**config.mk**
```make
export PLATFORM = sky130hd
export DESIGN_NAME = mem_bank_bridge
export DESIGN_NICKNAME = d
export VERILOG_FILES = /design/src/rtl/mem_bank_bridge.sv
export SDC_FILE = /design/constraint.sdc
export NUM_CORES = 1
export LEC_CHECK = 0
export CAP_MARGIN = 5
export CELL_PAD_IN_SITES_DETAIL_PLACEMENT = 0
export CELL_PAD_IN_SITES_GLOBAL_PLACEMENT = 1
export CORE_AREA = 2 2 205 207
export CTS_BUF_LIST = sky130_fd_sc_hd__clkbuf_8 sky130_fd_sc_hd__clkbuf_16
export DETAILED_ROUTE_END_ITERATION = 7
export DIE_AREA = 0 0 207 209
export GPL_TIMING_DRIVEN = 1
export PLACE_DENSITY = 0.72
export SYNTH_ARGS = -nofsm -noshare
export SYNTH_HDL_FRONTEND = slang
export SYNTH_SLANG_ARGS = --single-unit
```
**constraint.sdc**
```tcl
create_clock -name s00_axi_aclk -period 2.3 [get_ports s00_axi_aclk]
set_input_delay 0.575 -clock s00_axi_aclk [delete_from_list [all_inputs] [get_ports s00_axi_aclk]]
set_output_delay 0.575 -clock s00_axi_aclk [all_outputs]
set_load 0.005 [all_outputs]
```
**src/rtl/mem_bank_bridge.sv**
```systemverilog
// rtl/mem_bank_bridge.sv - single-beat host access engine into N on-chip memory banks
//
// Purpose: one request/response channel from the register block to IMEM/DMEM/MRAM
// banks, with bank select, configurable read latency, a core-busy interlock and a
// saturating count of refused requests.
//
// Ports:
//   s00_axi_aclk / s00_axi_aresetn : clock, asynchronous active-low reset
//   i_core_busy                    : core running, host accesses are refused
//   i_req_* / o_req_ready          : request channel (we, bank, addr, wdata, strb)
//   o_rsp_* / i_rsp_ready          : response channel (rdata, err)
//   o_err_cnt                      : saturating refused-request counter
//   o_bank_* / i_bank_q            : flattened per-bank SRAM ports, bank 0 in the LSBs
//
// Optional feature macro: MEM_BRIDGE_STRB_EN (byte-strobed read-modify-write).

module mem_bank_bridge #(
  parameter int NUM_BANKS  = 4,
  parameter int DATA_WIDTH = 32,
  parameter int ADDR_WIDTH = 32,
  parameter int MEM_DEPTH  = 1024,
  parameter int RD_LAT     = 1,
  parameter int CNT_WIDTH  = 16
) (
  input  logic                            s00_axi_aclk,
  input  logic                            s00_axi_aresetn,
  input  logic                            i_core_busy,
  input  logic                            i_req_valid,
  output logic                            o_req_ready,
  input  logic                            i_req_we,
  input  logic [3:0]                      i_req_bank,
  input  logic [ADDR_WIDTH-1:0]           i_req_addr,
  input  logic [DATA_WIDTH-1:0]           i_req_wdata,
  input  logic [DATA_WIDTH/8-1:0]         i_req_strb,
  output logic                            o_rsp_valid,
  input  logic                            i_rsp_ready,
  output logic [DATA_WIDTH-1:0]           o_rsp_rdata,
  output logic                            o_rsp_err,
  output logic [CNT_WIDTH-1:0]            o_err_cnt,
  output logic [NUM_BANKS*ADDR_WIDTH-1:0] o_bank_addr,
  output logic [NUM_BANKS-1:0]            o_bank_ce,
  output logic [NUM_BANKS-1:0]            o_bank_we,
  output logic [NUM_BANKS*DATA_WIDTH-1:0] o_bank_d,
  input  logic [NUM_BANKS*DATA_WIDTH-1:0] i_bank_q
);

  localparam int                  STRB_W     = DATA_WIDTH / 8;
  localparam logic [4:0]          BANK_LIMIT = 5'(NUM_BANKS);
  localparam logic [ADDR_WIDTH:0] ADDR_LIMIT = (ADDR_WIDTH + 1)'(MEM_DEPTH);
  localparam logic [1:0]          LAT_INIT   = 2'(RD_LAT - 1);

  typedef enum logic [2:0] {
    S_IDLE,
    S_ISSUE,
    S_WAIT,
    S_RESP,
    S_RDMOD,
    S_MERGE
  } state_t;

  state_t state, state_d;

  // Holds o_req_ready low until the first edge after reset release.
  logic                  armed_q;

  logic                  we_q;
  logic [3:0]            bank_q;
  logic [ADDR_WIDTH-1:0] addr_q;
  logic [DATA_WIDTH-1:0] wdata_q;
  logic [DATA_WIDTH-1:0] rdata_q;
  logic                  err_q;
  logic [CNT_WIDTH-1:0]  err_cnt_q;
  logic [1:0]            cnt_q;

  logic                  accept;
  logic                  issue;
  logic                  issue_we;
  logic                  req_bad;
  logic [DATA_WIDTH-1:0] q_sel;

`ifdef MEM_BRIDGE_STRB_EN
  logic [STRB_W-1:0]     strb_q;
  logic [DATA_WIDTH-1:0] rd_word_q;
  logic [DATA_WIDTH-1:0] merged;
`else
  logic                  strb_unused;
  assign strb_unused = ^i_req_strb;
`endif

  assign req_bad = i_core_busy
                 | ({1'b0, i_req_bank} >= BANK_LIMIT)
                 | ({1'b0, i_req_addr} >= ADDR_LIMIT);

  // Read-data mux; bank_q is range-checked at accept so it always hits a bank.
  always_comb begin
    q_sel = '0;
    for (int b = 0; b < NUM_BANKS; b++) begin
      if (bank_q == 4'(b)) q_sel = i_bank_q[b*DATA_WIDTH +: DATA_WIDTH];
    end
  end

`ifdef MEM_BRIDGE_STRB_EN
  always_comb begin
    merged = rd_word_q;
    for (int i = 0; i < STRB_W; i++) begin
      if (strb_q[i]) merged[i*8 +: 8] = wdata_q[i*8 +: 8];
    end
  end
`endif

  always_ff @(posedge s00_axi_aclk or negedge s00_axi_aresetn) begin
    if (!s00_axi_aresetn) begin
      state   <= S_IDLE;
      armed_q <= 1'b0;
    end else begin
      state   <= state_d;
      armed_q <= 1'b1;
    end
  end

  always_comb begin
    state_d     = state;
    o_req_ready = 1'b0;
    o_rsp_valid = 1'b0;
    accept      = 1'b0;
    issue       = 1'b0;
    issue_we    = 1'b0;
    case (state)
      S_IDLE: begin
        o_req_ready = armed_q;
        if (armed_q && i_req_valid) begin
          accept = 1'b1;
          if (req_bad) begin
            state_d = S_RESP;
          end else begin
            state_d = S_ISSUE;
`ifdef MEM_BRIDGE_STRB_EN
            // Zero strobe is a no-op write; a partial strobe needs the old word first.
            if (i_req_we && (i_req_strb == '0))      state_d = S_RESP;
            else if (i_req_we && (i_req_strb != '1)) state_d = S_RDMOD;
`endif
          end
        end
      end
      S_ISSUE: begin
        issue    = 1'b1;
        issue_we = we_q;
        state_d  = we_q ? S_RESP : S_WAIT;
      end
      S_WAIT: begin
        // we_q is only set in WAIT during a read-modify-write.
        if (cnt_q == 2'd0) state_d = we_q ? S_MERGE : S_RESP;
      end
      S_RESP: begin
        o_rsp_valid = 1'b1;
        if (i_rsp_ready) state_d = S_IDLE;
      end
`ifdef MEM_BRIDGE_STRB_EN
      S_RDMOD: begin
        issue    = 1'b1;
        issue_we = 1'b0;
        state_d  = S_WAIT;
      end
      S_MERGE: begin
        state_d = S_ISSUE;
      end
`endif
      default: state_d = S_IDLE;
    endcase
  end

  always_ff @(posedge s00_axi_aclk or negedge s00_axi_aresetn) begin
    if (!s00_axi_aresetn) begin
      we_q      <= 1'b0;
      bank_q    <= '0;
      addr_q    <= '0;
      wdata_q   <= '0;
      rdata_q   <= '0;
      err_q     <= 1'b0;
      err_cnt_q <= '0;
      cnt_q     <= '0;
`ifdef MEM_BRIDGE_STRB_EN
      strb_q    <= '0;
      rd_word_q <= '0;
`endif
    end else begin
      if (accept) begin
        we_q    <= i_req_we;
        bank_q  <= i_req_bank;
        addr_q  <= i_req_addr;
        wdata_q <= i_req_wdata;
        rdata_q <= '0;
        err_q   <= req_bad;
`ifdef MEM_BRIDGE_STRB_EN
        strb_q  <= i_req_strb;
`endif
        if (req_bad && (err_cnt_q != '1)) err_cnt_q <= err_cnt_q + CNT_WIDTH'(1);
      end
      if (issue && !issue_we) cnt_q <= LAT_INIT;
      if (state == S_WAIT) begin
        if (cnt_q != 2'd0) begin
          cnt_q <= cnt_q - 2'd1;
        end else if (!we_q) begin
          rdata_q <= q_sel;
        end
`ifdef MEM_BRIDGE_STRB_EN
        else begin
          rd_word_q <= q_sel;
        end
`endif
      end
`ifdef MEM_BRIDGE_STRB_EN
      if (state == S_MERGE) wdata_q <= merged;
`endif
    end
  end

  assign o_rsp_rdata = rdata_q;
  assign o_rsp_err   = err_q;
  assign o_err_cnt   = err_cnt_q;

  // Bank strobes decode straight from state so an async reset drops them at once.
  always_comb begin
    o_bank_ce   = '0;
    o_bank_we   = '0;
    o_bank_addr = '0;
    o_bank_d    = '0;
    for (int b = 0; b < NUM_BANKS; b++) begin
      if (issue && (bank_q == 4'(b))) begin
        o_bank_ce[b]                            = 1'b1;
        o_bank_we[b]                            = issue_we;
        o_bank_addr[b*ADDR_WIDTH +: ADDR_WIDTH] = addr_q;
        o_bank_d[b*DATA_WIDTH +: DATA_WIDTH]    = wdata_q;
      end
    end
  end

endmodule

```
==> results.sh <==
export IMPL_setup_worst_path_end_class="output pin"
export IMPL_timing_max_slew_rel_slack=0.3519
export IMPL_power_frac_comb=0.423
export IMPL_yosysSeqAreaShare=0.4108
export IMPL_most_frequently_used_cell_type_in_the_post_synthesis_netlist="and2_1"
export IMPL_timing_final_hold_violations=0
export IMPL_synth_top_cells_by_count="259 x and2_1, 140 x nand2_1, 124 x dfrtp_1"
export IMPL_timing_hold_worst_class="in2async"
export IMPL_floorplan_rows=75
export IMPL_first_global_vias=8297
export IMPL_drive_above_1_share=0.2560
export IMPL_synthArstFlopShare=1.000
export IMPL_antenna_left=0
export IMPL_cell_area_reported_after_detailed_placement_mm2=0.01360
export IMPL_portBuffers=516
export IMPL_worst_slew_pin_transition_ps=972.2
export IMPL_areaGrowthSynthToFinish_pct=99.01
export IMPL_count_of_pins_on_the_block_boundary=521
export IMPL_maximum_number_of_pins_on_one_net_before_global_route_repair=56
export IMPL_min_period_over_period=1.381
export IMPL_grt_setup_unrepaired="true"
export IMPL_track_usage=0.1552
export IMPL_clock_power_share=0.233
export IMPL_die_height_um=209
export IMPL_hold_bufs_inserted_after_cts=0
export IMPL_global_route_overflow_total=0
export IMPL_detailedRoute_firstIterationViolations=335
export IMPL_grt_pass1_wl_mm=51.20
export IMPL_holdWs_ps=53.72
export IMPL_fmax_achieved_mhz=314.8
export IMPL_tritoncts="done"
export IMPL_power_leakage_nw=7.327
export IMPL_cts_made_buffers=17
export IMPL_finalMaxSlewViolations=0
export IMPL_core_area_mm2=0.04129
export IMPL_nNetsFinal=1578
export IMPL_start_util=0.1829
export IMPL_synth_yosys_warnings=0
export IMPL_detail_route_wl_per_cell_um=19.40
export IMPL_detail_route_vias_per_cell=4.187
export IMPL_iteration_count_of_the_initial_detailed_routing_pass=4
export IMPL_remaining_drc_errors=0
export IMPL_total_switching_power_mw=4.289
export IMPL_clock_insertion_delay_worst_skew_ps=430
export IMPL_tritoncts_num_sinks=124
export IMPL_status="finished with violations"
export IMPL_cts_path_max_buffers=2
export IMPL_final_setup_worst_slack_ps=-876.3
export IMPL_power_density_cell_area_mw_per_mm2=796.6
export IMPL_final_setup_skew_ps=10.38
export IMPL_postRouteWirelength_mm=37.31
export IMPL_netlist_area_leader_share=0.4108
export IMPL_power_ir_vdd_worst_v=0.0004434
export IMPL_h_tree_depth=4
export IMPL_die_area_mm2=0.04326
export IMPL_die_w_um=207
export IMPL_cts_root_buf="clkbuf_16"
export IMPL_cp_class="reg2out"
export IMPL_synth_nets=992
export IMPL_cellInternalPower_mw=7.685
export IMPL_synthesis_area_per_instance_um2=9.622
export IMPL_ys_dominant_reg_cell="dfrtp_1"
export IMPL_ys_seq_elements=124
export IMPL_dpl_hpwl_mm=25.58
export IMPL_period_minus_slack_ps=3176
export IMPL_place_congestion=0.7955
export IMPL_stdcell_area_mm2=0.01503
export IMPL_ys_top_cells_by_area="dfrtp_1 41%, and2_1 21%, mux4_2 9.5%"
export IMPL_r2r_slack_ps=10
export IMPL_cts_clk_slew_worst_paths_ps=60
export IMPL_post_synth_inst_count=785
export IMPL_post_synth_edffs=0
export IMPL_synth_top_cell_by_area="dfrtp_1"
export IMPL_cp_start_kind="register"
export IMPL_failing_checks="setup timing"
export IMPL_max_cap_violations=0
export IMPL_netlist_cell_type_count=42
export IMPL_power_switching_fraction=0.3582
export IMPL_mappedNetlistArea_mm2=0.007553
export IMPL_cp_data_required_time_ps=1730
export IMPL_dr_total_vias=8052
export IMPL_crit_path_max_fanout=12
export IMPL_critical_path_arrival_ps=2600
export IMPL_grt_antenna_before_repair=2
export IMPL_pwr_share_seq=0.343
export IMPL_report_final_setup_viol=266
sequential cells by signal, indices dropped and copies added (netlist names):
register and count:
we_q 1, o_rsp_rdata 32, bank_q 4, armed_q 1
state 3, o_rsp_err 1, addr_q 32, cnt_q 2
wdata_q 32, o_err_cnt 16
worst paths after layout:
check | startpoint | cells past startpoint | endpoint
max | bank_q[2] | 8 | o_bank_addr[118]
min | s00_axi_aresetn | 1 | o_err_cnt[9]
max in group asynchronous | s00_axi_aresetn | 2 | addr_q[5]
min in group s00_axi_aclk | o_rsp_err | 2 | o_rsp_err
max reg2reg | state[2] | 8 | o_err_cnt[14]
min reg2reg | o_rsp_err | 2 | o_rsp_err
stage by stage:
step                        util  setup TNS [ps]  setup slack (ps)  power, mW  cells
final                     0.3641         -167300            -876.3      11.97   1923
after global routing      0.3641         -212100             -1029      12.77   1923
after CTS                 0.3502         -209230            -910.1      11.89   1873
after detailed placement  0.3295         -109740            -516.0      8.852   1829
after global placement    0.3295         -113930            -491.3      8.753   1829
after floorplan                -               0             73.81      6.164    785
area by class of cell:
class / instances / area (µm²)
diodes: 1 / 2.502
clock buffers: 17 / 425.4
clock inverters: 14 / 171.4
fillers: 4214 / 26260
inverters: 6 / 22.52
multi-input cells: 594 / 4317
flip-flops and latches: 124 / 3104
well taps: 539 / 674.4
repair buffers: 628 / 6315
power by group through the flow:
stage / clock network (mW) / logic [mW] / registers [mW]
CTS: 2.90 / 4.89 / 4.10
global route: 2.99 / 5.50 / 4.27
detailed placement: 0 / 4.74 / 4.11
finish: 2.79 / 5.07 / 4.11
global placement: 0 / 4.69 / 4.06
floorplan: 0 / 2.51 / 3.65
per-layer routing:
layer / vias up / routed length [µm] / GRT usage
met5: - / 0 / 0
met4: 0 / 680 / 0.05222
met3: 34 / 2462 / 0.04283
met2: 321 / 19100 / 0.2780
met1: 3891 / 15060 / 0.1773
li1: 3806 / - / -
cells in the final DEF, fill, tap and decap left out, types with 7 or more instances in the layout:
cell type	instances
or3_1	8
inv_1	7
buf_4	74
dfrtp_1	123
clkbuf_16	27
clkbuf_2	50
clkdlybuf4s15_2	25
clkdlybuf4s50_1	342
clkdlybuf4s15_1	16
buf_2	8
a22o_1	32
dlygate4sd2_1	7
and2_1	228
dlymetal6s2s_1	44
nor4_1	10
nand3_1	10
nand2_1	138
mux2_2	24
xor2_1	12
and2_4	31
buf_6	33
mux4_2	32
buf_12	12
nor2_1	11
logic make-up (layout without fill, tap and decap cells):
| kind of cell | Yosys count | in the layout | share of synthesized area |
|---|---|---|---|
| compound gates | 50 | 50 | 0.05251 |
| xor+xnor | 14 | 14 | 0.01623 |
| fa+ha+maj | 1 | 1 | 0.001656 |
| buf+inv | 67 | 665 | 0.03926 |
| flops | 124 | 124 | 0.4108 |
| mux | 58 | 58 | 0.1340 |
| other cells | 1 | 2 | 0.0004965 |
| simple gates | 470 | 470 | 0.3450 |
worst max-delay path: stages (launching register included):
cell	delay [ps]
dfrtp_1	400
nor4_4	290
nand2_2	130
buf_6	150
nor3_4	190
buf_4	180
clkbuf_16	170
and2_1	140
clkdlybuf4s50_1	500
repair_timing:
item                                    CTS  global route
pin swaps                                 6             5
cloned                                    3            13
endpoints found under the setup margin  277           284
setup buffers                            11            36
gates resized for setup                 171           271
Power figures use the tool's default switching activity.
